--- config.mk ---
export PLATFORM = sky130hd
export DESIGN_NAME = hyperbus_req_arbiter_flat
export DESIGN_NICKNAME = d
export VERILOG_FILES = /design/src/rtl/hyperbus_req_arbiter_pkg.sv /design/src/rtl/hyperbus_req_arbiter_if.sv /design/src/rtl/hyperbus_req_arbiter_rr_arb.sv /design/src/rtl/hyperbus_req_arbiter.sv /design/src/flat_wrapper.sv
export SDC_FILE = /design/constraint.sdc
export NUM_CORES = 1
export LEC_CHECK = 0
export ABC_AREA = 1
export CORE_MARGIN = 8
export CORE_UTILIZATION = 32
export DETAILED_ROUTE_END_ITERATION = 6
export PLACE_DENSITY = 0.68
export SKIP_LAST_GASP = 1
export SYNTH_ARGS = -nofsm -noshare
export SYNTH_HDL_FRONTEND = slang
export SYNTH_SLANG_ARGS = --single-unit
--- constraint.sdc ---
create_clock -name i_clk -period 2 [get_ports i_clk]
set_clock_uncertainty 0.2 [all_clocks]
set_input_delay 0.2 -clock i_clk [delete_from_list [all_inputs] [get_ports i_clk]]
set_output_delay 0.2 -clock i_clk [all_outputs]
set_load 0.02 [all_outputs]
--- src/rtl/hyperbus_req_arbiter_pkg.sv ---
// Shared types and constant helpers for the hyperbus request arbiter.
package hyperbus_req_arbiter_pkg;

  // One-hot FSM encoding.
  typedef enum logic [3:0] {
    StIdle   = 4'b0001,
    StIssue  = 4'b0010,
    StRdWait = 4'b0100,
    StWrWait = 4'b1000
  } state_e;

  typedef enum logic {
    CmdRead  = 1'b0,
    CmdWrite = 1'b1
  } cmd_e;

  function automatic int unsigned max_u(input int unsigned a, input int unsigned b);
    return (a > b) ? a : b;
  endfunction

  // Width of a counter that must be able to hold cnt_max.
  function automatic int unsigned cnt_width(input int unsigned cnt_max);
    return (cnt_max < 32'd1) ? 32'd1 : $clog2(cnt_max + 32'd1);
  endfunction

endpackage

--- src/rtl/hyperbus_req_arbiter_if.sv ---
// Requester-side and hyperbus_fifo-side signals of the arbiter, bundled.
interface hyperbus_req_arbiter_if #(
  parameter int unsigned NREQ       = 4,
  parameter int unsigned ADDR_WIDTH = 32,
  parameter int unsigned DATA_WIDTH = 32
);
  localparam int unsigned IdW = $clog2(NREQ);

  // Requester side
  logic [NREQ-1:0]            req_rrq;
  logic [NREQ-1:0]            req_wrq;
  logic [NREQ*ADDR_WIDTH-1:0] req_adr;
  logic [NREQ*DATA_WIDTH-1:0] req_dat;
  logic [NREQ-1:0]            req_ack;
  logic [NREQ-1:0]            req_done;
  logic [NREQ-1:0]            req_err;
  logic [DATA_WIDTH-1:0]      rdat;
  logic                       busy;
  logic [IdW-1:0]             grant_id;
  logic                       stray_rx;

  // hyperbus_fifo side
  logic                       fifo_rrq;
  logic                       fifo_wrq;
  logic [ADDR_WIDTH-1:0]      fifo_adr;
  logic [DATA_WIDTH-1:0]      fifo_tx_dat;
  logic                       fifo_tx_ready;
  logic [DATA_WIDTH-1:0]      fifo_rx_dat;
  logic                       fifo_rx_valid;

  // Arbiter view
  modport master (
    input  req_rrq, req_wrq, req_adr, req_dat,
    input  fifo_tx_ready, fifo_rx_dat, fifo_rx_valid,
    output req_ack, req_done, req_err, rdat, busy, grant_id, stray_rx,
    output fifo_rrq, fifo_wrq, fifo_adr, fifo_tx_dat
  );

  // Environment view (requesters plus FIFO)
  modport slave (
    output req_rrq, req_wrq, req_adr, req_dat,
    output fifo_tx_ready, fifo_rx_dat, fifo_rx_valid,
    input  req_ack, req_done, req_err, rdat, busy, grant_id, stray_rx,
    input  fifo_rrq, fifo_wrq, fifo_adr, fifo_tx_dat
  );

endinterface

--- src/rtl/hyperbus_req_arbiter_rr_arb.sv ---
// Combinational round-robin picker: first active request at or after i_ptr, wrapping.
module hyperbus_req_arbiter_rr_arb #(
  parameter int unsigned NREQ = 4,
  parameter int unsigned IdW  = $clog2(NREQ)
) (
  input  logic [NREQ-1:0] i_req,
  input  logic [IdW-1:0]  i_ptr,
  output logic            o_valid,
  output logic [IdW-1:0]  o_idx
);

  int unsigned    w_pos;
  logic [IdW-1:0] w_cand;

  // Walk the ring starting at i_ptr; the first hit wins.
  always_comb begin
    o_valid = 1'b0;
    o_idx   = '0;
    w_pos   = 0;
    w_cand  = '0;
    for (int k = 0; k < int'(NREQ); k++) begin
      w_pos  = (32'(i_ptr) + 32'(k)) % NREQ;
      w_cand = w_pos[IdW-1:0];
      if (!o_valid && i_req[w_cand]) begin
        o_valid = 1'b1;
        o_idx   = w_cand;
      end
    end
  end

endmodule

--- src/rtl/hyperbus_req_arbiter.sv ---
// Round-robin sequencer sharing one hyperbus_fifo user port among NREQ requesters.
// One transaction outstanding at a time; reports done/timeout back per requester.
module hyperbus_req_arbiter
  import hyperbus_req_arbiter_pkg::*;
#(
  parameter int unsigned NREQ       = 4,
  parameter int unsigned ADDR_WIDTH = 32,
  parameter int unsigned DATA_WIDTH = 32,
  parameter int unsigned WR_GUARD   = 4,
  parameter int unsigned TIMEOUT    = 1024
) (
  input logic                    i_clk,
  input logic                    i_rst_n,
  hyperbus_req_arbiter_if.master bus
);

  localparam int unsigned IdW     = $clog2(NREQ);
  // The counter must reach WR_GUARD even when the timeout is disabled.
  localparam int unsigned CntMaxU = max_u(TIMEOUT, WR_GUARD);
  localparam int unsigned CntW    = cnt_width(CntMaxU);
  localparam logic [CntW-1:0] CntMax   = CntW'(CntMaxU);
  localparam logic [CntW-1:0] CntGuard = CntW'(WR_GUARD);
  localparam logic [CntW-1:0] CntTmo   = CntW'(TIMEOUT);

  state_e                r_state, w_state_nxt;
  cmd_e                  r_op, w_op_nxt;
  logic [IdW-1:0]        r_ptr, w_ptr_nxt;
  logic [IdW-1:0]        r_gid, w_gid_nxt;
  logic [CntW-1:0]       r_cnt, w_cnt_nxt;
  logic [ADDR_WIDTH-1:0] r_adr, w_adr_nxt;
  logic [DATA_WIDTH-1:0] r_txdat, w_txdat_nxt;
  logic [DATA_WIDTH-1:0] r_rdat, w_rdat_nxt;
  logic [NREQ-1:0]       r_done, w_done_nxt;
  logic [NREQ-1:0]       r_err, w_err_nxt;
  logic                  r_stray, w_stray_nxt;

  logic [NREQ-1:0]       w_active;
  logic                  w_pick_vld;
  logic [IdW-1:0]        w_pick_idx;
  logic [CntW-1:0]       w_cnt_inc;
  logic                  w_timeout;
  logic [NREQ-1:0]       w_gid_oh;

  assign w_active  = bus.req_rrq | bus.req_wrq;
  assign w_cnt_inc = (r_cnt == CntMax) ? r_cnt : r_cnt + CntW'(1);
  assign w_timeout = (TIMEOUT != 0) && (r_cnt == CntTmo);
  assign w_gid_oh  = NREQ'(1) << r_gid;

  hyperbus_req_arbiter_rr_arb #(
    .NREQ (NREQ),
    .IdW  (IdW)
  ) u_rr_arb (
    .i_req   (w_active),
    .i_ptr   (r_ptr),
    .o_valid (w_pick_vld),
    .o_idx   (w_pick_idx)
  );

  // State and datapath registers, synchronous active-low reset.
  always_ff @(posedge i_clk) begin
    if (!i_rst_n) begin
      r_state <= StIdle;
      r_op    <= CmdRead;
      r_ptr   <= '0;
      r_gid   <= '0;
      r_cnt   <= '0;
      r_adr   <= '0;
      r_txdat <= '0;
      r_rdat  <= '0;
      r_done  <= '0;
      r_err   <= '0;
      r_stray <= 1'b0;
    end else begin
      r_state <= w_state_nxt;
      r_op    <= w_op_nxt;
      r_ptr   <= w_ptr_nxt;
      r_gid   <= w_gid_nxt;
      r_cnt   <= w_cnt_nxt;
      r_adr   <= w_adr_nxt;
      r_txdat <= w_txdat_nxt;
      r_rdat  <= w_rdat_nxt;
      r_done  <= w_done_nxt;
      r_err   <= w_err_nxt;
      r_stray <= w_stray_nxt;
    end
  end

  // Next-state logic: grant, issue, then wait for completion or expiry.
  always_comb begin
    w_state_nxt = r_state;
    w_op_nxt    = r_op;
    w_ptr_nxt   = r_ptr;
    w_gid_nxt   = r_gid;
    w_cnt_nxt   = w_cnt_inc;
    w_adr_nxt   = r_adr;
    w_txdat_nxt = r_txdat;
    w_rdat_nxt  = r_rdat;
    w_done_nxt  = '0;
    w_err_nxt   = '0;
    w_stray_nxt = r_stray;

    unique case (r_state)
      StIdle: begin
        // Zero while in ISSUE, so r_cnt equals cycles elapsed since ISSUE.
        w_cnt_nxt = '0;
        if (w_pick_vld && bus.fifo_tx_ready) begin
          w_state_nxt = StIssue;
          w_gid_nxt   = w_pick_idx;
          w_ptr_nxt   = (w_pick_idx == IdW'(NREQ - 1)) ? '0 : w_pick_idx + IdW'(1);
          w_op_nxt    = bus.req_rrq[w_pick_idx] ? CmdRead : CmdWrite;
          w_adr_nxt   = bus.req_adr[32'(w_pick_idx) * ADDR_WIDTH +: ADDR_WIDTH];
          w_txdat_nxt = bus.req_dat[32'(w_pick_idx) * DATA_WIDTH +: DATA_WIDTH];
        end
      end
      StIssue: begin
        w_state_nxt = (r_op == CmdRead) ? StRdWait : StWrWait;
      end
      StRdWait: begin
        // Completion takes priority over a simultaneous expiry.
        if (bus.fifo_rx_valid) begin
          w_rdat_nxt  = bus.fifo_rx_dat;
          w_done_nxt  = w_gid_oh;
          w_state_nxt = StIdle;
        end else if (w_timeout) begin
          w_err_nxt   = w_gid_oh;
          w_state_nxt = StIdle;
        end
      end
      StWrWait: begin
        // tx_ready lags the write through the CDC, so it is not trusted until the guard expires.
        if ((r_cnt >= CntGuard) && bus.fifo_tx_ready) begin
          w_done_nxt  = w_gid_oh;
          w_state_nxt = StIdle;
        end else if (w_timeout) begin
          w_err_nxt   = w_gid_oh;
          w_state_nxt = StIdle;
        end
      end
      default: begin
        w_state_nxt = StIdle;
      end
    endcase

    if (bus.fifo_rx_valid && (r_state != StRdWait)) begin
      w_stray_nxt = 1'b1;
    end
  end

  assign bus.req_ack     = (r_state == StIssue) ? w_gid_oh : '0;
  assign bus.fifo_rrq    = (r_state == StIssue) && (r_op == CmdRead);
  assign bus.fifo_wrq    = (r_state == StIssue) && (r_op == CmdWrite);
  assign bus.fifo_adr    = r_adr;
  assign bus.fifo_tx_dat = r_txdat;
  assign bus.req_done    = r_done;
  assign bus.req_err     = r_err;
  assign bus.rdat        = r_rdat;
  assign bus.busy        = (r_state != StIdle);
  assign bus.grant_id    = r_gid;
  assign bus.stray_rx    = r_stray;

endmodule
--- src/flat_wrapper.sv ---
// flat-port wrapper written by rule: the top's interface ports become plain ports
module hyperbus_req_arbiter_flat import hyperbus_req_arbiter_pkg::*;
#(
  parameter int unsigned NREQ       = 4,
  parameter int unsigned ADDR_WIDTH = 32,
  parameter int unsigned DATA_WIDTH = 32,
  parameter int unsigned WR_GUARD   = 4,
  parameter int unsigned TIMEOUT    = 1024
)
  (i_clk, i_rst_n, bus_req_rrq, bus_req_wrq, bus_req_adr, bus_req_dat, bus_fifo_tx_ready, bus_fifo_rx_dat, bus_fifo_rx_valid, bus_req_ack, bus_req_done, bus_req_err, bus_rdat, bus_busy, bus_grant_id, bus_stray_rx, bus_fifo_rrq, bus_fifo_wrq, bus_fifo_adr, bus_fifo_tx_dat);
  hyperbus_req_arbiter_if #(.NREQ(NREQ), .ADDR_WIDTH(ADDR_WIDTH), .DATA_WIDTH(DATA_WIDTH)) bus_i ();
  input logic i_clk;
  input logic i_rst_n;
  input wire logic [$bits(bus_i.req_rrq)-1:0] bus_req_rrq;
  input wire logic [$bits(bus_i.req_wrq)-1:0] bus_req_wrq;
  input wire logic [$bits(bus_i.req_adr)-1:0] bus_req_adr;
  input wire logic [$bits(bus_i.req_dat)-1:0] bus_req_dat;
  input wire logic [$bits(bus_i.fifo_tx_ready)-1:0] bus_fifo_tx_ready;
  input wire logic [$bits(bus_i.fifo_rx_dat)-1:0] bus_fifo_rx_dat;
  input wire logic [$bits(bus_i.fifo_rx_valid)-1:0] bus_fifo_rx_valid;
  output wire logic [$bits(bus_i.req_ack)-1:0] bus_req_ack;
  output wire logic [$bits(bus_i.req_done)-1:0] bus_req_done;
  output wire logic [$bits(bus_i.req_err)-1:0] bus_req_err;
  output wire logic [$bits(bus_i.rdat)-1:0] bus_rdat;
  output wire logic [$bits(bus_i.busy)-1:0] bus_busy;
  output wire logic [$bits(bus_i.grant_id)-1:0] bus_grant_id;
  output wire logic [$bits(bus_i.stray_rx)-1:0] bus_stray_rx;
  output wire logic [$bits(bus_i.fifo_rrq)-1:0] bus_fifo_rrq;
  output wire logic [$bits(bus_i.fifo_wrq)-1:0] bus_fifo_wrq;
  output wire logic [$bits(bus_i.fifo_adr)-1:0] bus_fifo_adr;
  output wire logic [$bits(bus_i.fifo_tx_dat)-1:0] bus_fifo_tx_dat;
  assign bus_i.req_rrq = bus_req_rrq;
  assign bus_i.req_wrq = bus_req_wrq;
  assign bus_i.req_adr = bus_req_adr;
  assign bus_i.req_dat = bus_req_dat;
  assign bus_i.fifo_tx_ready = bus_fifo_tx_ready;
  assign bus_i.fifo_rx_dat = bus_fifo_rx_dat;
  assign bus_i.fifo_rx_valid = bus_fifo_rx_valid;
  assign bus_req_ack = bus_i.req_ack;
  assign bus_req_done = bus_i.req_done;
  assign bus_req_err = bus_i.req_err;
  assign bus_rdat = bus_i.rdat;
  assign bus_busy = bus_i.busy;
  assign bus_grant_id = bus_i.grant_id;
  assign bus_stray_rx = bus_i.stray_rx;
  assign bus_fifo_rrq = bus_i.fifo_rrq;
  assign bus_fifo_wrq = bus_i.fifo_wrq;
  assign bus_fifo_adr = bus_i.fifo_adr;
  assign bus_fifo_tx_dat = bus_i.fifo_tx_dat;
  hyperbus_req_arbiter #(.NREQ(NREQ), .ADDR_WIDTH(ADDR_WIDTH), .DATA_WIDTH(DATA_WIDTH), .WR_GUARD(WR_GUARD), .TIMEOUT(TIMEOUT)) u_core (.i_clk(i_clk), .i_rst_n(i_rst_n), .bus(bus_i));
endmodule
==> results_dict.tcl <==
set metrics [dict create \
    ys_ff_latch 125 \
    netlist_area_um2 7970 \
    ys_seq_area_frac 0.314 \
    power.density_nw_per_um2 800 \
    critical_path_class "reg2reg" \
    grt_max_degree 49 \
    dp.cells 2084 \
    max_freq_ghz 0.442 \
    fin_cells 2166 \
    grt_usage 0.239 \
    area_delta_synth_final_pct 88.3 \
    dieArea_um2 30200 \
    final_common_cell "clkdlybuf4s50_1" \
    slew_violations 0 \
    final_cell_mix "clkdlybuf4s50_1 (404), nand2_1 (346), inv_1 (242), nand3_1 (182), nor2_1 (128)" \
    grt_pass1_vias 10400 \
    cp_max_fo 8 \
    fin_ws_ns -0.263 \
    yosys-top-cells-area "dfxtp_1 (31%), nand2_1 (18%), nand3_1 (12%), inv_1 (12%), nand4_1 (7.5%)" \
    setup_viol 69 \
    hold_path_class "in2reg" \
    outcome "complete, but fails checks" \
    std_cell_rows 57 \
    clock-sinks 125 \
    period_share 1.13 \
    rsz0062_at_grt "true" \
    clkTransAtPathRegs_ns 0.07 \
    pwr-share-comb 0.496 \
    gp_congestion 0.877 \
    power_frac_clock 0.262 \
    worst_pin_slew_ns 0.522 \
    vdd_ir_drop_max_uv 463 \
    vias_per_cell 4.83 \
    cp.arrival_ns 2.41 \
    ys_warn_count 0 \
    required_ns 2.14 \
    p_seq_frac 0.242 \
    yosysUniqueCellTypes 31 \
    antenna_found_initial 4 \
    cts_buffers 17 \
    grt_pass1_wl_um 58000 \
    place_area_um2 12900 \
    holdWs_ns 0.0683 \
    design_area_um2 15000 \
    grtUsageMet3 0.0732 \
    synth_top_area_share 0.314 \
    cts.path.max_buffers 2 \
    final_antenna_net_count 0 \
    routed_wl_um 39200 \
    cts_tree "done" \
    vias 10500 \
    cellLeakagePower_nw 7.13 \
    core_um2 24400 \
    cts_max_level 4 \
    hold_violations 0 \
    die_width_um 174 \
    p_switching_mw 4.62 \
    pin_count 414 \
    synth_cells 1370 \
    async_reset_ff_frac 0 \
    grt_overflow 0 \
    synth_flop_cell "dfxtp_1" \
    drc 0 \
    finalNetCount 2130 \
    period_needed_ns 2.26 \
    firstDrtPassIters 5 \
    swShare 0.385 \
    relSlewSlack 0.651 \
    maxCapViolCount 0 \
    initial_core_util 0.327 \
    setup.worst_path.start_class "flop" \
    dieHeight_um 174 \
    yosysTopAreaCell "dfxtp_1" \
    dp_hpwl_um 26500 \
    layout-drive-gt1-share 0.135 \
    grt_most_used_layer "met2" \
    place_ws_ns -0.569 \
    clk_latency_ns 0.42 \
    clk_root_buffer_cell "clkbuf_16" \
    violations "setup timing" \
    cp-end-kind "flop" \
    drt_iter0_markers 742 \
    syn_area_per_cell_um2 5.81 \
    postSynthNetCount 1673 \
    routedWlPerCell_um 18.1 \
    io_buffers 413 \
    use_met2 0.409 \
    intPower_mw 7.38 \
    groute.layer.met1.usage 0.272 \
    synth-edff-count 0 \
]
final cells by class:
type | count | area, um2
Clock buffer | 17 | 425
Inverter | 251 | 997
Sequential cell | 125 | 2510
Multi-Input combinational cell | 904 | 4470
Timing Repair Buffer | 528 | 6020
Antenna cell | 2 | 5.00
Fill cell | 2228 | 9390
Tap cell | 324 | 405
Clock inverter | 15 | 168
cells by family (layout without fill, tap and decap cells):
logic type                 Yosys count  count (layout)  share of synthesized area
adders and majority gates            3               3                    0.00471
DFF                                125             125                      0.314
buffers and inverters              341             811                      0.174
xor gates and xnor gates             1               1                    0.00110
AOI/OAI and AO/OA                   57              57                     0.0377
other                                0               2                          0
and+or+nand+nor                    843             843                      0.469
flip-flops by register name, summed over array words and instances (netlist names):
name                    count
u_core.r_cnt               11
u_core.r_op                 1
u_core.bus.req_err          4
u_core.bus.grant_id         2
u_core.r_ptr                2
u_core.bus.rdat            32
u_core.r_state              4
u_core.bus.req_done         4
u_core.bus.fifo_tx_dat     32
u_core.bus.stray_rx         1
u_core.bus.fifo_adr        32
through the flow:
| stage | total power, mW | utilization | TNS [ns] |
|---|---|---|---|
| floorplan | 5.37 | - | 0 |
| global placement | 7.45 | 0.530 | -31.80 |
| detailed placement | 7.48 | 0.530 | -35.30 |
| CTS | 11.6 | 0.590 | -14.29 |
| global route | 12.7 | 0.615 | -22.90 |
| finish | 12.0 | 0.615 | -14.71 |
path summary, 6_finish.rpt:
path	start	to	slack, ns	depth (start not counted)
setup / recovery	u_core.r_ptr[0]$_SDFFE_PN0P_	u_core.r_ptr[1]$_SDFFE_PN0P_	-0.26	15
hold / removal	i_rst_n	u_core.r_state[2]$_SDFFE_PN0P_	0.07	4
setup reg to reg	u_core.r_ptr[0]$_SDFFE_PN0P_	u_core.r_ptr[1]$_SDFFE_PN0P_	-0.26	15
hold reg to reg	u_core.bus.rdat[5]$_SDFFE_PN0P_	u_core.bus.rdat[5]$_SDFFE_PN0P_	0.26	2
power groups by stage:
stage / clock [mW] / combinational (mW) / sequential (mW)
after floorplan: 0 / 2.16 / 3.21
after global placement: 0 / 4.51 / 2.94
after detailed placement: 0 / 4.54 / 2.94
after CTS: 3.20 / 5.51 / 2.90
after global routing: 3.34 / 6.38 / 2.93
final: 3.14 / 5.95 / 2.90
critical path, cell delays in order (launching register included):
cell	delay (ns)
dfxtp_2	0.34
buf_12	0.15
inv_16	0.09
nand2_8	0.06
nand2_4	0.10
nand2_4	0.05
nand2_4	0.10
nand2_4	0.08
nand2_4	0.08
nand2_4	0.07
nand3_4	0.14
buf_16	0.17
clkinv_16	0.09
ha_4	0.26
o21ai_1	0.06
a21oi_1	0.13
Yosys cell counts (4+ instances only):
cell type and n:
o21ai_0 6, nand4_1 95, a21oi_1 46, buf_2 49
nand3_1 196, nand2_1 384, clkbuf_1 30, nor2_1 138
nor3_1 17, dfxtp_1 125, buf_4 9, inv_1 245
inv_2 4
metal layers:
| layer | vias to the layer above | wire (um) |
|---|---|---|
| met5 | - | 20 |
| met4 | 4 | 1150 |
| met3 | 76 | 3060 |
| met2 | 444 | 19200 |
| met1 | 4734 | 15800 |
| li1 | 5212 | - |
repair_timing:
| item | 4_1_cts | 5_1_grt |
|---|---|---|
| cloned | 14 | 15 |
| hold buffers | 0 | 0 |
| setup buffers | 16 | 6 |
| endpoints found under the hold margin | 0 | 0 |
| resized for setup | 106 | 92 |
| setup endpoints to repair | 77 | 79 |
| pin swaps | 17 | 39 |
Power figures use the tool's default switching activity.
